`src/rtl/dmem_port_arbiter.sv`:
```
// Round-robin arbiter sharing one data-memory port between the CPU LSU (port 0)
// and the debug/DMA loader (port 1). Optional memory-ack watchdog: DMEM_ARB_TIMEOUT_EN.
module dmem_port_arbiter #(
    parameter int ADDR_W         = 32,
    parameter int DATA_W         = 32,
    parameter int TIMEOUT_CYCLES = 64
) (
    input  logic              clk,
    input  logic              rst_n,
    input  logic              p0_req,
    input  logic              p0_we,
    input  logic [ADDR_W-1:0] p0_addr,
    input  logic [DATA_W-1:0] p0_wdata,
    input  logic [3:0]        p0_sign_mask,
    output logic [DATA_W-1:0] p0_rdata,
    output logic              p0_ack,
    output logic              p0_err,
    input  logic              p1_req,
    input  logic              p1_we,
    input  logic [ADDR_W-1:0] p1_addr,
    input  logic [DATA_W-1:0] p1_wdata,
    input  logic [3:0]        p1_sign_mask,
    output logic [DATA_W-1:0] p1_rdata,
    output logic              p1_ack,
    output logic              p1_err,
    output logic              mem_memread,
    output logic              mem_memwrite,
    output logic [ADDR_W-1:0] mem_addr,
    output logic [DATA_W-1:0] mem_write_data,
    output logic [3:0]        mem_sign_mask,
    input  logic [DATA_W-1:0] mem_read_data,
    input  logic              mem_ack,
    output logic              busy,
    output logic              grant_id
);

    typedef enum logic [1:0] {IDLE, ISSUE, RESP} state_t;

    state_t                   state, state_nxt;
    logic                     last_grant;
    logic                     win;
    logic                     win_we;
    logic                     any_req;
    logic                     tmo;
    logic                     done;
    logic [1:0][DATA_W-1:0]   rdata_q;

    assign any_req = p0_req | p1_req;
    // Contention goes to the port that did not win last; a lone requester always wins.
    assign win     = (p0_req & p1_req) ? ~last_grant : p1_req;
    assign win_we  = win ? p1_we : p0_we;

`ifdef DMEM_ARB_TIMEOUT_EN
    localparam int CNT_W = (TIMEOUT_CYCLES > 1) ? $clog2(TIMEOUT_CYCLES) : 1;

    logic [CNT_W-1:0] tmo_cnt;
    logic             err_q;

    assign tmo = (state == ISSUE) && !mem_ack && (tmo_cnt == CNT_W'(TIMEOUT_CYCLES - 1));

    // Held at zero outside ISSUE, so every transaction starts counting from 0.
    always_ff @(posedge clk or negedge rst_n) begin
        if (!rst_n) begin
            tmo_cnt <= '0;
            err_q   <= 1'b0;
        end else begin
            if (state != ISSUE)
                tmo_cnt <= '0;
            else if (!mem_ack)
                tmo_cnt <= tmo_cnt + 1'b1;
            if (done)
                err_q <= tmo;
            else if (state == RESP)
                err_q <= 1'b0;
        end
    end

    assign p0_err = p0_ack & err_q;
    assign p1_err = p1_ack & err_q;
`else
    assign tmo    = 1'b0;
    assign p0_err = 1'b0;
    assign p1_err = 1'b0;
`endif

    assign done = (state == ISSUE) && (mem_ack || tmo);

    always_ff @(posedge clk or negedge rst_n) begin
        if (!rst_n)
            state <= IDLE;
        else
            state <= state_nxt;
    end

    always_comb begin
        state_nxt = state;
        case (state)
            IDLE:    if (any_req) state_nxt = ISSUE;
            ISSUE:   if (done)    state_nxt = RESP;
            RESP:                 state_nxt = IDLE;
            default:              state_nxt = IDLE;
        endcase
    end

    // The mem_* registers double as the request buffers for the whole transaction.
    always_ff @(posedge clk or negedge rst_n) begin
        if (!rst_n) begin
            last_grant     <= 1'b1;
            grant_id       <= 1'b0;
            mem_memread    <= 1'b0;
            mem_memwrite   <= 1'b0;
            mem_addr       <= '0;
            mem_write_data <= '0;
            mem_sign_mask  <= '0;
            rdata_q        <= '0;
        end else begin
            if (state == IDLE && any_req) begin
                last_grant     <= win;
                grant_id       <= win;
                mem_memread    <= ~win_we;
                mem_memwrite   <= win_we;
                mem_addr       <= win ? p1_addr      : p0_addr;
                mem_write_data <= win ? p1_wdata     : p0_wdata;
                mem_sign_mask  <= win ? p1_sign_mask : p0_sign_mask;
            end
            if (done) begin
                mem_memread       <= 1'b0;
                mem_memwrite      <= 1'b0;
                rdata_q[grant_id] <= tmo ? DATA_W'(32'hDEAD_BEEF) : mem_read_data;
            end
        end
    end

    assign p0_rdata = rdata_q[0];
    assign p1_rdata = rdata_q[1];
    assign p0_ack   = (state == RESP) && !grant_id;
    assign p1_ack   = (state == RESP) &&  grant_id;
    assign busy     = (state != IDLE);

endmodule

```
`config.mk`:
```
export PLATFORM = sky130hd
export DESIGN_NAME = dmem_port_arbiter
export DESIGN_NICKNAME = d
export VERILOG_FILES = /design/src/rtl/dmem_port_arbiter.sv
export SDC_FILE = /design/constraint.sdc
export NUM_CORES = 1
export LEC_CHECK = 0
export CORE_MARGIN = 2
export CORE_UTILIZATION = 30
export CTS_CLUSTER_SIZE = 14
export DETAILED_ROUTE_END_ITERATION = 6
export PLACE_DENSITY = 0.71
export REMOVE_ABC_BUFFERS = 1
export SYNTH_ARGS = -nofsm -noshare
export SYNTH_HDL_FRONTEND = slang
export SYNTH_SLANG_ARGS = --single-unit
```
`constraint.sdc`:
```
create_clock -name clk -period 3.9 [get_ports clk]
set_input_delay 0.78 -clock clk [delete_from_list [all_inputs] [get_ports clk]]
set_output_delay 0.78 -clock clk [all_outputs]
set_load 0.03 [all_outputs]
```
# Word level (Yosys, flattened, before mapping)
# Index checks and enable logic that the tools add are counted.
[classes] n_lt_le_gt_ge=2 n_eq_ne=4 mux=15 n_bitwise=4 n_reduce_logical=10
[op_table] op="$mux 32" n=3
[op_table] op="$bwmux 64" n=1
[op_table] op="$demux 32 s1" n=1
[op_table] op="$mux 1" n=6
[op_table] op="$logic_and 1x1->1" n=5
[op_table] op="$mux 2" n=2
[op_table] op="$mux 4" n=1
[op_table] op="$ne 2x2->1 const B" n=2
[op_table] op="$pmux 2 s2" n=1
[op_table] op="$reduce_bool 2->1" n=2
[op_table] op="$eq 2x1->1 const B" n=1
[op_table] op="$eq 2x2->1 const B" n=1
[op_table] op="$logic_not 2->1" n=1
[op_table] op="$lt 1x2->1 const B" n=1
[op_table] op="$not 1->1" n=2
[op_table] op="$reduce_and 2->1" n=1
[op_table] op="$and 1x1->1" n=1
[op_table] op="$ge 1x1->1 const B" n=1
[op_table] op="$logic_not 1->1" n=1
[op_table] op="$or 1x1->1" n=1
[word_totals] ff_bits=138 inputBits=175 elab_cells=45

# Longest topological paths before layout
# Gate-level depths: netlist of the first run.
[depth] ltp_word=6 mapped_depth=5 mapped_depth_nobuf=4

# Least setup slack after synthesis of the first run
# Ideal clock, no wire load.
[synth_path] kind="reg2out" startpoint="reg grant_id" endpoint="out p0_ack" arrival_time_ns=1.294 slack_ns=1.826 stages_incl_launch_ff=2 n_path_buf=0 path_cell_list="dfrtp_1 > nor3b_1"
[synth_via] elab_chain_cells=2
[synth_lines] element="from (decl)" line="34" rtl="output logic grant_id"
[synth_lines] element="from (signal assigned)" line="119" rtl="grant_id <= win;"
[synth_lines] element="$logic_not 1->1" line="136" rtl="assign p0_ack = (state == RESP) && !grant_id;"
[synth_lines] element="$logic_and 1x1->1" line="136"
[synth_lines] element="to (decl)" line="16" rtl="output logic p0_ack,"
# Every way passes these cells.

# Final worst setup path of the first run
[layout_path] startpoint="reg state[1]" endpoint="out busy"
[layout_via] elab_chain_cells=1
[layout_lines] element="from (decl)" line="39" rtl="state_t state, state_nxt;"
[layout_lines] element="from (signal assigned)" line="92" rtl="state <= state_nxt;"
[layout_lines] element="$reduce_bool 2->1" line="138" rtl="assign busy = (state != IDLE);"
[layout_lines] element="to (decl)" line="33" rtl="output logic busy,"
# Every way passes these cells.

==> results_dict.tcl, run 1 <==
set metrics [dict create \
    status "finished, final reports clean" \
    setup_viol 0 \
    nFillCells 1696 \
    p_switching_mw 3.44 \
    grt_max_degree 73 \
    antenna_found_initial 0 \
    power.internal_mw 5.33 \
    crit_arrival_ps 1860 \
    avgRoutedWirePerCell_um 17.0 \
    final_common_cell "clkdlybuf4s50_1" \
    ios 315 \
    rsz0062_at_grt "false" \
    synthDistinctLibCells 24 \
    setup_slack_ps 1260 \
    grt_pass1_vias 5037 \
    cts.sinks 138 \
    path_clk_slew_ps 60 \
    place_inst 943 \
    hpwl_mm 12.4 \
    mostFrequentLayoutCells "clkdlybuf4s50_1 (311), dfrtp_1 (137), mux2_2 (133), mux2_1 (68), clkbuf_16 (17)" \
    whs_ps 349 \
    placed_cell_area_mm2 0.00941 \
    worstMarginPinSlew_ps 647 \
    start_kind "flip-flop" \
    synth_area_leader_cell "dfrtp_1" \
    cts-root-buf "clkbuf_16" \
    drt-total-wl_mm 16.6 \
    syn-cell-area_mm2 0.00601 \
    finalCriticalPeriod_ps 2640 \
    insertion_delay_ps 400 \
    grt-ovfl-total 0 \
    finalCritPeriodShare_pct 67.6 \
    ir_drop_uv 500 \
    seqPwrFrac_pct 29.3 \
    dr.pass1.iters 4 \
    cap_violations 0 \
    hold_buffers 0 \
    rows 51 \
    die_height_um 146 \
    drt_iter0_drc 74 \
    pwr-share-comb_pct 52.6 \
    ys_seq_elements 138 \
    crit_required_ps 3120 \
    clockBufferDepth 2 \
    post_drt_via_cell_ratio 4.49 \
    drive_gt1_share_pct 24.9 \
    fin_area_mm2 0.0100 \
    final-hold-violation-count 0 \
    antenna_cells 0 \
    max_freq_ghz 0.379 \
    leakagePower_nw 4.06 \
    die_x_um 146 \
    ant_nets 0 \
    swShare_pct 39.2 \
    core-area_mm2 0.0196 \
    numCtsBuffers 17 \
    worstSetupPathType "reg2out" \
    cts_setup_buffers 0 \
    postSynthCellCount 382 \
    synth_area_leaders "dfrtp_1 (57%), mux2_2 (25%), mux2_1 (13%), buf_6 (1.3%), buf_2 (1.1%)" \
    finalNonFillerCells 975 \
    p_per_area_mw_per_mm2 877 \
    cts_resized 0 \
    cts_tree "yes" \
    grt_usage_pct 15.7 \
    worstHoldPathType "in2async" \
    ys_seq_area_share_pct 57.5 \
    gp_congestion 0.785 \
    clock_skew_ps 7.28 \
    htreeDepth 4 \
    area_delta_synth_final_pct 66.3 \
    power_frac_clock_pct 18.0 \
    initial_core_util_pct 30.7 \
    max_slew_margin_pct 56.9 \
    synth_top_area_share_pct 57.0 \
    reg2regPathDepth 4 \
    dp_slack_ps 1050 \
    drv_slew 0 \
    port_buffers 312 \
    dieArea_mm2 0.0212 \
    path_max_fanout 5 \
    nNetsFinal 872 \
    grt_pass1_wl_mm 26.6 \
    ys_warn_count 0 \
    route.detailed.drc 0 \
    synth_area_per_cell_um2 15.7 \
    num_vias 4378 \
    endpoint_kind "output port" \
]
==> cell families (layout without fill, tap and decap cells) <==
group,count (synthesis),in the layout,synth area share (%)
AO/OA/AOI/OAI,6,6,0.666
flip-flops,138,138,57.5
AND/OR/NAND/NOR,9,9,0.854
multiplexers,203,203,38.1
other,1,2,0.0624
buffers and inverters,25,352,2.89
==> final timing paths <==
| kind | start | endpoint | slack [ps] |
|---|---|---|---|
| setup reg to reg | last_grant | mem_write_data[9] | 1920 |
| setup / recovery | state[1] | busy | 1260 |
| hold / removal | rst_n | p0_rdata[18] | 350 |
| min in group clk | mem_write_data[29] | mem_write_data[29] | 500 |
| max in group asynchronous | rst_n | p0_rdata[1] | 2660 |
| hold reg to reg | mem_write_data[29] | mem_write_data[29] | 500 |
==> state kept, by name, indices dropped and copies added (netlist names) <==
signal / cells
mem_addr: 32
mem_write_data: 32
p0_rdata: 32
p1_rdata: 32
mem_sign_mask: 4
state: 2
grant_id: 1
last_grant: 1
mem_memread: 1
mem_memwrite: 1
==> power by group through the flow <==
stage | registers [mW] | logic (mW) | clock network [mW]
4_1_cts | 2.58 | 4.68 | 1.64
2_1_floorplan | 3.98 | 1.24 | 0
5_1_grt | 2.68 | 4.83 | 1.69
3_5_place_dp | 2.59 | 4.67 | 0
6_report | 2.57 | 4.61 | 1.58
3_3_place_gp | 2.55 | 4.60 | 0
==> Yosys cell counts (all sizes together) <==
master   instances
buf             23
conb             1
o2bb2ai          1
nand2            2
dfrtp          137
a21bo            1
a21oi            1
and2             1
dfstp            1
a31oi            1
nand2b           1
mux2           202
inv              2
o21ai            2
nand3b           1
mux2i            1
and3b            1
nor2             2
nor3b            1
==> critical path, stage by stage, from the launching register on <==
cell and delay, ps:
dfrtp_1 410, nor2_1 330, inv_1 110, clkdlybuf4s50_1 610
==> per-layer routing <==
metal	share of wire, %	vias up	wire length [µm]	track usage, %
met1	37	2162	6200	16.3
met3	11	15	1820	7.84
li1	-	1993	-	-
met4	1.3	0	224	4.51
met5	0	-	0	0
met2	50	208	8350	27.8
==> through the flow <==
stage,total power [mW],utilization (%),TNS (ps)
2_1_floorplan,5.22,-,-48070
3_3_place_gp,7.15,48.0,0
3_5_place_dp,7.26,48.0,0
4_1_cts,8.90,51.0,0
5_1_grt,9.20,51.0,0
6_report,8.77,51.0,0
==> layout make-up <==
class | instances | area, µm² | share of cell area (%)
flip-flops and latches | 138 | 3450 | 34.6
repair buffers | 318 | 3210 | 32.1
multi-input cells | 220 | 2410 | 24.1
clock buffers | 21 | 480 | 4.81
well taps | 265 | 332 | 3.32
clock inverters | 11 | 109 | 1.09
inverters | 2 | 7.51 | 0.0751
No activity file was read; power rests on OpenSTA's default activity.
==> run 2, diff against run 1 <==
PLACE_DENSITY = 0.73   (was 0.71)
clock period = 2.12 ns   (was 3.9 ns; I/O delays follow)
==> run 2 against run 1 <==
First-iteration DRC count is 19% higher. Register-to-register slack got worse by 1600 ps. Clock skew up 1.0 ps. Sequential share of layout area down 0.74 points. Via count up 1.1%. Non-clock buffer count is 24 higher. Combinational power is 91% higher. Global-route usage increased by 0.93 points. Clock power grew 82%. Utilization rose by 1.1 points. Critical path type unchanged.
==> results_dict.tcl, run 2 (synthesized netlist as in run 1, its figures left out) <==
set metrics [dict create \
    status "finished, final reports clean" \
    setup_viol 0 \
    max_freq_ghz 0.501 \
    cts.sinks 138 \
    area_delta_synth_final_pct 69.9 \
    timing.rr.start "last_grant" \
    final_common_cell "clkdlybuf4s50_1" \
    hpwl_mm 13.1 \
    worstSetupPathType "reg2out" \
    cts-root-buf "clkbuf_16" \
    slowest_delay_ps 730 \
    grt_max_degree 58 \
    antenna_cells 0 \
    crit_arrival_ps 1570 \
    mostFrequentLayoutCells "clkdlybuf4s50_1 (308), dfrtp_1 (137), mux2_2 (133), mux2_1 (68), buf_4 (22)" \
    cts_tree "yes" \
    seq_area_mm2 0.00345 \
    crit_required_ps 1700 \
    clock_skew_ps 8.29 \
    route.detailed.drc 0 \
    ir_drop_uv 868 \
    initial_core_util_pct 30.7 \
    ios 315 \
    port_buffers 312 \
    nFillCells 1646 \
    drv_slew 0 \
    whs_ps 502 \
    rsz0062_at_grt "false" \
    dieArea_mm2 0.0212 \
    nNetsFinal 896 \
    core-area_mm2 0.0196 \
    endpoint_kind "output port" \
    total_power_mw 16.4 \
    rows 51 \
    antenna_found_initial 0 \
    gp_congestion 0.785 \
    path_max_fanout 6 \
    dp_slack_ps -50.9 \
    insertion_delay_ps 410 \
    drt_iter0_drc 88 \
    cp_top_family "buffers and inverters" \
    cap_violations 0 \
    htreeDepth 4 \
    reg2regPathDepth 4 \
    crit_buf_inv 1 \
    num_vias 4427 \
    path_cells "clkdlybuf4s50_1" \
    numCtsBuffers 17 \
    finalCriticalPeriod_ps 2000 \
    path_clk_slew_ps 60 \
    leakagePower_nw 4.21 \
    worstHoldPathType "in2async" \
    grt_pass1_wl_mm 27.8 \
    start_kind "flip-flop" \
    die_height_um 146 \
    dr.pass1.iters 4 \
    p_per_area_mw_per_mm2 1610 \
    grt-ovfl-total 0 \
    drt-total-wl_mm 17.1 \
    cp_slowest_cell "clkdlybuf4s50_1" \
    multiInputGateArea_mm2 0.00241 \
    final-hold-violation-count 0 \
    avgRoutedWirePerCell_um 17.2 \
    ant_nets 0 \
    timing.reg2reg.setup_slack_ps 350 \
    grt_usage_pct 16.6 \
    clockBufferDepth 2 \
    setup_slack_ps 124 \
    die_x_um 146 \
    drive_gt1_share_pct 27.1 \
    r2r-end "mem_addr[9]" \
    post_drt_via_cell_ratio 4.44 \
    grt_pass1_vias 5134 \
    finalCritPeriodShare_pct 94.2 \
]
-- run 2: changes by cell type in the layout (fill, tap and decap cells not counted), sizes merged --
cell           previous run  this run
inv                       5         4
dlymetal6s2s              0         1
dlygate4sd2               0         2
clkbuf                   21        17
buf                       7        30
clkinv                    3         6
bufinv                    1         2
dlygate4sd3               0         1
clkdlybuf4s50           311       308
-- run 2: power breakdown --
part,switching (mW),internal [mW],total [mW]
Combinational,4.53,4.28,8.81
Clock,1.14,1.73,2.87
Sequential,0.717,4.00,4.72
-- run 2: worst register-to-register path, stage by stage (launching register included) --
cell and delay, ps:
dfstp_2 550, a21bo_4 230, buf_12 230, mux2_1 360, mux2_2 270
-- run 2: per-stage QoR --
stage          setup TNS [ps]  cells  utilization (%)  instance area [µm²]
6_report                    0    998             52.1                10200
5_1_grt                     0    998             52.1                10200
4_1_cts                     0    998             52.1                10200
3_5_place_dp             -731    966             49.2                 9630
3_3_place_gp            -11.9    966             49.2                 9630
2_1_floorplan         -162530    360                -                 5850
-- run 2: worst max-delay path by stage --
stage,startpoint,end,slack [ps],depth (start not counted)
5_1_grt,grant_id,grant_id,30,1
3_3_place_gp,p0_req,mem_write_data[19],-6,5
3_5_place_dp,p0_req,mem_sign_mask[3],-50,5
6_report,grant_id,grant_id,120,1
4_1_cts,state[0],busy,30,3
2_1_floorplan,p1_req,state[0],-2100,2
-- run 2: final cells by class --
type                            count  area share, %
Inverter                            2         0.0735
Clock buffer                       17           4.16
Timing Repair Buffer              342           33.7
Sequential cell                   138           33.8
Clock inverter                     14           1.46
Tap cell                          265           3.25
Multi-Input combinational cell    220           23.6
-- run 2: layer usage --
| metal | GRT usage [%] | share of wire [%] | up-vias | wire [µm] |
|---|---|---|---|---|
| li1 | - | - | 2038 | - |
| met1 | 17.9 | 37 | 2161 | 6380 |
| met2 | 29.0 | 51 | 213 | 8720 |
| met3 | 7.40 | 10 | 15 | 1780 |
| met4 | 5.64 | 1.4 | 0 | 247 |
| met5 | 0 | 0 | - | 0 |
-- run 2: what timing repair did --
action / in CTS / in global routing
setup buffers: 0 / 0
resized for setup: 2 / 1
hold buffers: 1 / 0
endpoints found under the hold margin: 43 / 0
endpoints found under the setup margin: 2 / 1
